===== config.mk =====
export PLATFORM = sky130hd
export DESIGN_NAME = plab1_imul_prod_accum
export DESIGN_NICKNAME = d
export VERILOG_FILES = /design/src/rtl/plab1_imul_prod_accum.sv
export SDC_FILE = /design/constraint.sdc
export NUM_CORES = 1
export LEC_CHECK = 0
export ABC_CLOCK_PERIOD_IN_PS = 3300
export BUFFER_PORTS_ARGS = -buffer_cell sky130_fd_sc_hd__clkbuf_2
export CAP_MARGIN = 20
export CORE_UTILIZATION = 50
export CTS_CLUSTER_DIAMETER = 120
export CTS_CLUSTER_SIZE = 10
export DETAILED_ROUTE_END_ITERATION = 10
export GPL_TIMING_DRIVEN = 0
export PLACE_DENSITY = 0.88
export RECOVER_POWER = 25
export SYNTH_ARGS = -nofsm -noshare
export SYNTH_HDL_FRONTEND = slang
export SYNTH_HIERARCHICAL = 1
export SYNTH_SLANG_ARGS = --single-unit

===== constraint.sdc =====
create_clock -name clk -period 3.3 [get_ports clk]
set_clock_uncertainty 0.15 [all_clocks]
set_input_delay 0.825 -clock clk [delete_from_list [all_inputs] [get_ports clk]]
set_output_delay 0.825 -clock clk [all_outputs]
set_load 0.005 [all_outputs]

===== src/rtl/plab1_imul_prod_accum.sv =====
// Product accumulator: sums groups of p_num_prods 32-bit products from the
// multiplier and hands each group sum downstream over a val/rdy interface.

module plab1_imul_prod_accum #(
  parameter int p_num_prods = 4
) (
  input  logic        clk,
  input  logic        reset,
  input  logic        in_val,
  output logic        in_rdy,
  input  logic [31:0] in_msg,
  output logic        out_val,
  input  logic        out_rdy,
  output logic [31:0] out_msg
);

  typedef enum logic {
    ACC  = 1'b0,
    DONE = 1'b1
  } state_t;

  localparam logic [7:0] last_cnt = 8'(p_num_prods - 1);
  localparam bit         single   = (p_num_prods == 1);

  state_t      state_r;
  logic [31:0] sum_r;
  logic [7:0]  cnt_r;
  logic        in_go_s;
  logic        out_go_s;

  // While a sum is held, a new product may enter only as the sum drains
  always_comb begin
    in_rdy = 1'b1;
    case (state_r)
      ACC:     in_rdy = 1'b1;
      DONE:    in_rdy = out_rdy;
      default: in_rdy = 1'b1;
    endcase
  end

  assign in_go_s  = in_val && in_rdy;
  assign out_go_s = out_val && out_rdy;
  assign out_val  = (state_r == DONE);
  assign out_msg  = sum_r;

  // Accumulate products and sequence the group / drain handshake
  always_ff @(posedge clk) begin
    if (reset) begin
      state_r <= ACC;
      sum_r   <= 32'd0;
      cnt_r   <= 8'd0;
    end else begin
      case (state_r)
        ACC: begin
          if (in_go_s) begin
            sum_r <= sum_r + in_msg;
            if (cnt_r == last_cnt) begin
              state_r <= DONE;
              cnt_r   <= 8'd0;
            end else begin
              cnt_r   <= cnt_r + 8'd1;
            end
          end
        end
        DONE: begin
          if (out_go_s) begin
            if (in_go_s) begin
              // The incoming product starts the next group in the same cycle
              sum_r <= in_msg;
              if (single) begin
                state_r <= DONE;
                cnt_r   <= 8'd0;
              end else begin
                state_r <= ACC;
                cnt_r   <= 8'd1;
              end
            end else begin
              state_r <= ACC;
              sum_r   <= 32'd0;
              cnt_r   <= 8'd0;
            end
          end
        end
        default: begin
          state_r <= ACC;
          sum_r   <= 32'd0;
          cnt_r   <= 8'd0;
        end
      endcase
    end
  end

  plab1_imul_prod_accum_chk u_chk (
    .clk     (clk),
    .reset   (reset),
    .in_val  (in_val),
    .in_rdy  (in_rdy),
    .in_msg  (in_msg),
    .out_val (out_val),
    .out_rdy (out_rdy),
    .out_msg (out_msg),
    .state   (state_r == DONE),
    .cnt     (cnt_r)
  );

endmodule

// Simulation-only companion: handshake X checks and a one-line cycle trace.
module plab1_imul_prod_accum_chk (
  input logic        clk,
  input logic        reset,
  input logic        in_val,
  input logic        in_rdy,
  input logic [31:0] in_msg,
  input logic        out_val,
  input logic        out_rdy,
  input logic [31:0] out_msg,
  input logic        state,
  input logic [7:0]  cnt
);

  // Handshake signals must be known whenever the block is out of reset
  always @(posedge clk) begin
    if (!reset) begin
      assert (!$isunknown(in_val))  else $error("in_val is X");
      assert (!$isunknown(in_rdy))  else $error("in_rdy is X");
      assert (!$isunknown(out_val)) else $error("out_val is X");
      assert (!$isunknown(out_rdy)) else $error("out_rdy is X");
    end
  end

  function automatic string port_str(input logic val, input logic rdy,
                                     input logic [31:0] msg);
    if (val && rdy) return $sformatf("%08h", msg);
    else if (val)   return "#       ";
    else            return ".       ";
  endfunction

  function automatic string line_trace();
    return $sformatf("%s > %s(%0d) > %s",
                     port_str(in_val, in_rdy, in_msg),
                     state ? "DONE" : "ACC ", cnt,
                     port_str(out_val, out_rdy, out_msg));
  endfunction

endmodule


# Yosys cells after proc, flatten, opt, wreduce, memory -nomap -nowiden
# Index checks and enable logic that the tools add are counted.
# word_totals
register_bits,41
latch_bits,0
mem_bits_rw,0
rom_bits,0
in_bits,36
wordCells,26
mem_count,0
# classes
n_addsub,2
multipliers,0
div_mod_pow,0
magnitude_cmp,0
n_eq_ne,3
n_shift,0
muxes,14
n_bitwise,1
reduce_logical,3
# op_table
operator,count
two-way mux 32 bit,3
one-hot mux 32 bit (2 select lines),1
adder 32 bit,1
two-way mux 8 bit,3
one-hot mux 8 bit (2 select lines),1
"adder 8 x 1 -> 8 bit, second input constant",1
"equality test 8 x 2 -> 1 bit, second input constant",1
two-way mux 1 bit,4
one-hot mux 1 bit (2 select lines),2
logical AND 1 bit,2
"!= test 2 x 1 -> 1 bit, second input constant",1
"!= test 2 bit, second input constant",1
AND reduction 2 bit,1
NOT 1 bit,1

# Depth between registers and ports, before layout
# depth
ltp_word,6
depth_mapped,11

# Worst setup path after synthesis
# OpenSTA, ideal clock, no wires.
# synth_path
path_kind,in2reg
start,input port in_msg[0]
end,register sum_r[22] (netlist: out_msg[22])
setup_ns,0.075
t_arrival_ns,3.139
slack_ns,-0.064
path_stages,11
n_path_buf,0
path_cell_list,ha_1 fa_1 a21oi_1 o211ai_2 a221oi_4 nor3_2 o41ai_4 nor2b_2 o21ai_1 mux2_2 o22ai_1
# synth_between
elab_chain_cells,3
# synth_rtl
item,line,text
start: declaration,11,"input logic [31:0] in_msg,"
adder 32 bit,56,sum_r <= sum_r + in_msg;
two-way mux 32 bit,55,if (in_go_s) begin
one-hot mux 32 bit (2 select lines),53,case (state_r)
end signal: assignment,56,
end signal: assignment,69,sum_r <= in_msg;
end: declaration,26,logic [31:0] sum_r;
# No other way between the ends. The select of a mux whose other input is x is not followed.
# A chain may end at the register's enable or synchronous reset.

# Final worst setup path
# layout_path
start,input port in_msg[0]
end,register sum_r[26] (netlist: out_msg[26])
# The elaborated chain is that of the path after synthesis.

==> results.cfg <==
[drt]
antenna_left = 0
viasPerCell = 6.181
finalWirelength_um = 8583
drtPass1Iterations = 8
routedWlPerCell_um = 15.55
drt-initial-drc-count = 248
drcViolationCount = 2
vias = 3412

[place]
gp_congestion = 0.9732
port_buffers = 67
dp_cells = 538
dp_hpwl_um = 6278

[synth]
syn_nets = 463
ys_seq_area_share_pct = 25.07
yosys_register_bits = 41
netlist.area_leader.share_pct = 25.07
syn_area_sq_mm = 0.003274
synth-edff-count = 0
avgSynthCellArea_sq_um = 8.311
ys_async_sr_fraction_pct = 0
synth_flop_cell = dfxtp_1
yosys_warnings = 6
synth_largest_area_cell = dfxtp_1
ys_types = 56
ys_top_cells_by_area = dfxtp_1 (25%), ha_1 (12%), a222oi_1 (5.8%)
synthCells = 394

[global_routing]
antenna_found_initial = 0
grt_use_total_pct = 24.09
grt_first_pass_wirelength_um = 13860
grt_max_degree = 13
overflow = 0
grt_pass1_vias = 3101

[critical_path]
critPathArrivalTime_ns = 3.34
crit_path_top_delay_cell = a221oi_4
endpoint_kind = flop
crit_path_max_fanout = 3
crit_start = in_msg[0]
startpoint_type = primary input
path_class = primary input to flop
r2r-start = out_msg[0]$_SDFFE_PP0P_
cpPeakStageDelay_ns = 0.37
path_cells = buf_8 > ha_4 > fa_2 > a21oi_2 > o211ai_2 > a221oi_4 > nor3_4 > o41ai_4 > buf_4 > o21ai_4 > xor2_1 > a222oi_1 > nor2_1
r2r_cells = 12
required_ns = 3.33

[timing]
drv_slew = 0
holdWs_ns = 0.3903
fin_ws_ns = -0.01160
rsz0062_at_grt = yes
period_share_pct = 100.4
slew_headroom_pct = 55.52
fmax_mhz = 302.0
hold_violations = 0
worstMarginPinSlew_ns = 0.6672
setup_viol = 2
fin_crit_ns = 3.312

[power_and_ir_drop]
powerDensity_mw_per_mm2 = 448.6
power_switching_mw = 0.6777
vdd_drop_max_uv = 269.5
p_total_mw = 1.754
leakage_nw = 1.811
swShare_pct = 38.64
intPower_mw = 1.076
seq_power_share_pct = 34.7
p_clk_share_pct = 18.6
combinationalPowerShare_pct = 46.6

[clock_network]
holdBufCountCts = 0
numCtsBuffers = 5
clk_latency_ns = 0.30
clk_pin_slew_ns = 0.08
cts_tree = done
clockRootBuffer = clkbuf_8
clk_path_buf_depth = 2
cts.htree.levels = 2
clock_sinks = 41

[min_path]
whs_path_depth = 2
hp-class = flop to flop
hold_start = out_msg[11]$_SDFFE_PP0P_

[floorplan]
coreArea_sq_mm = 0.006350
start_util_pct = 51.57
io_pins = 70
rows = 29
die_h_um = 82.93
die_area_sq_mm = 0.006877
die_w_um = 82.93

[cells_and_area]
layout.cells.non_filler = 552
layout-drive-gt1-share_pct = 23.16
layout.nets = 543
area_delta_synth_final_pct = 19.37
fillers = 547
n_antenna_cell = 0

[run_status]
violations = design-rule violations, negative setup slack
run_status = finished, violations left

[flow_run]
drv_cap = 0
-- flip-flops by register name, indices dropped and copies added, names as in the netlist --
register  count
out_msg      32
cnt_r         8
out_val       1
-- cell type report --
cell class              instances  area [sq um]  share of cell area, %
plain buffers                  21         83.83                  2.145
clock buffers                   6         72.57                  1.857
clock inverters                 2         10.01                 0.2561
inverters                      13         48.80                  1.248
multi-input cells             319          2387                  61.08
flip-flops and latches         41         820.8                  21.00
well taps                      77         96.34                  2.465
repair buffers                 73         389.1                  9.955
-- kinds of logic (layout without fill, tap and decap cells) --
| family | Yosys count | count (layout) | synth area share (%) |
|---|---|---|---|
| XOR/XNOR | 27 | 27 | 7.222 |
| adder cells (fa/ha/maj) | 33 | 33 | 12.84 |
| flip-flops | 41 | 41 | 25.07 |
| multiplexers | 2 | 2 | 0.6878 |
| AND/OR/NAND/NOR | 127 | 127 | 18.95 |
| AO/OA/AOI/OAI | 130 | 130 | 31.18 |
| buffers and inverters | 34 | 115 | 4.051 |
-- synthesized netlist by cell type (2+ instances only) --
| cell type | n |
|---|---|
| a21boi_0 | 3 |
| a21o_1 | 16 |
| a21oi_1 | 27 |
| a221oi_1 | 4 |
| a222oi_1 | 19 |
| a22oi_1 | 12 |
| a31oi_1 | 5 |
| a41oi_2 | 2 |
| and3_1 | 6 |
| and4_1 | 2 |
| buf_2 | 4 |
| clkbuf_1 | 17 |
| dfxtp_1 | 41 |
| ha_1 | 32 |
| inv_1 | 13 |
| nand2_1 | 27 |
| nand2b_1 | 5 |
| nand3_1 | 14 |
| nand4_1 | 7 |
| nor2_1 | 46 |
| nor2b_1 | 2 |
| nor3_1 | 7 |
| nor3_2 | 2 |
| o211ai_1 | 2 |
| o21a_1 | 2 |
| o21ai_0 | 13 |
| o21ai_1 | 2 |
| o21ai_2 | 4 |
| o21bai_1 | 2 |
| o22ai_1 | 5 |
| xnor2_1 | 16 |
| xor2_1 | 11 |
-- metal layers --
| layer | wire length [um] | vias to the layer above | GRT usage (%) |
|---|---|---|---|
| li1 | - | 1659 | - |
| met4 | 181 | 0 | 10.03 |
| met2 | 4117 | 121 | 40.46 |
| met5 | 0 | - | 0 |
| met3 | 483 | 23 | 3.280 |
| met1 | 3800 | 1609 | 30.96 |
-- power groups by stage --
stage | Clock (mW) | Combinational (mW) | Sequential [mW]
detailed placement | 0 | 0.771 | 0.619
global route | 0.359 | 0.899 | 0.615
CTS | 0.336 | 0.782 | 0.607
finish | 0.327 | 0.818 | 0.609
floorplan | 0 | 0.576 | 0.616
global placement | 0 | 0.747 | 0.616
-- critical path: cells and delay by family --
| kind | cells | cell delay, ns |
|---|---|---|
| xor+xnor | 1 | 0.15 |
| simple gates | 2 | 0.17 |
| compound gates | 6 | 1.38 |
| fa+ha+maj | 2 | 0.50 |
| buf+inv | 2 | 0.31 |
-- through the flow --
stage,TNS [ns],setup slack (ns),area (sq um),util (%)
floorplan,-0.01547,-0.01547,3293,-
global placement,-1.905,-0.3438,3725,58.66
detailed placement,-2.459,-0.3936,3725,58.66
CTS,0,0.004299,3815,60.08
global route,-0.4190,-0.1146,3909,61.56
finish,-0.01834,-0.01160,3909,61.56
-- path summary, 6_finish.rpt --
check	end	slack [ns]
setup / recovery	out_msg[26]$_SDFFE_PP0P_	-0.01
hold / removal	out_msg[11]$_SDFFE_PP0P_	0.39
setup reg to reg	out_msg[26]$_SDFFE_PP0P_	0.24
hold reg to reg	out_msg[11]$_SDFFE_PP0P_	0.39
-- repair_timing --
item / CTS / global route
setup buffers: 1 / 5
gates resized for setup: 0 / 12
endpoints found under the setup margin: 5 / 7
pin swaps: 2 / 12
-- cells in the final DEF (no fill, tap or decap), drive strengths merged, types with 3 or more instances in the layout --
cell type,instances
a211oi,3
a21boi,3
a21o,16
a21oi,28
a221oi,5
a222oi,19
a22oi,12
a31oi,5
and3,6
buf,11
clkbuf,89
dfxtp,41
ha,32
inv,13
nand2,27
nand2b,5
nand3,14
nand4,7
nor2,46
nor2b,3
nor3,9
o211ai,3
o21ai,19
o22ai,5
xnor2,16
xor2,11
Power figures use the tool's default switching activity.
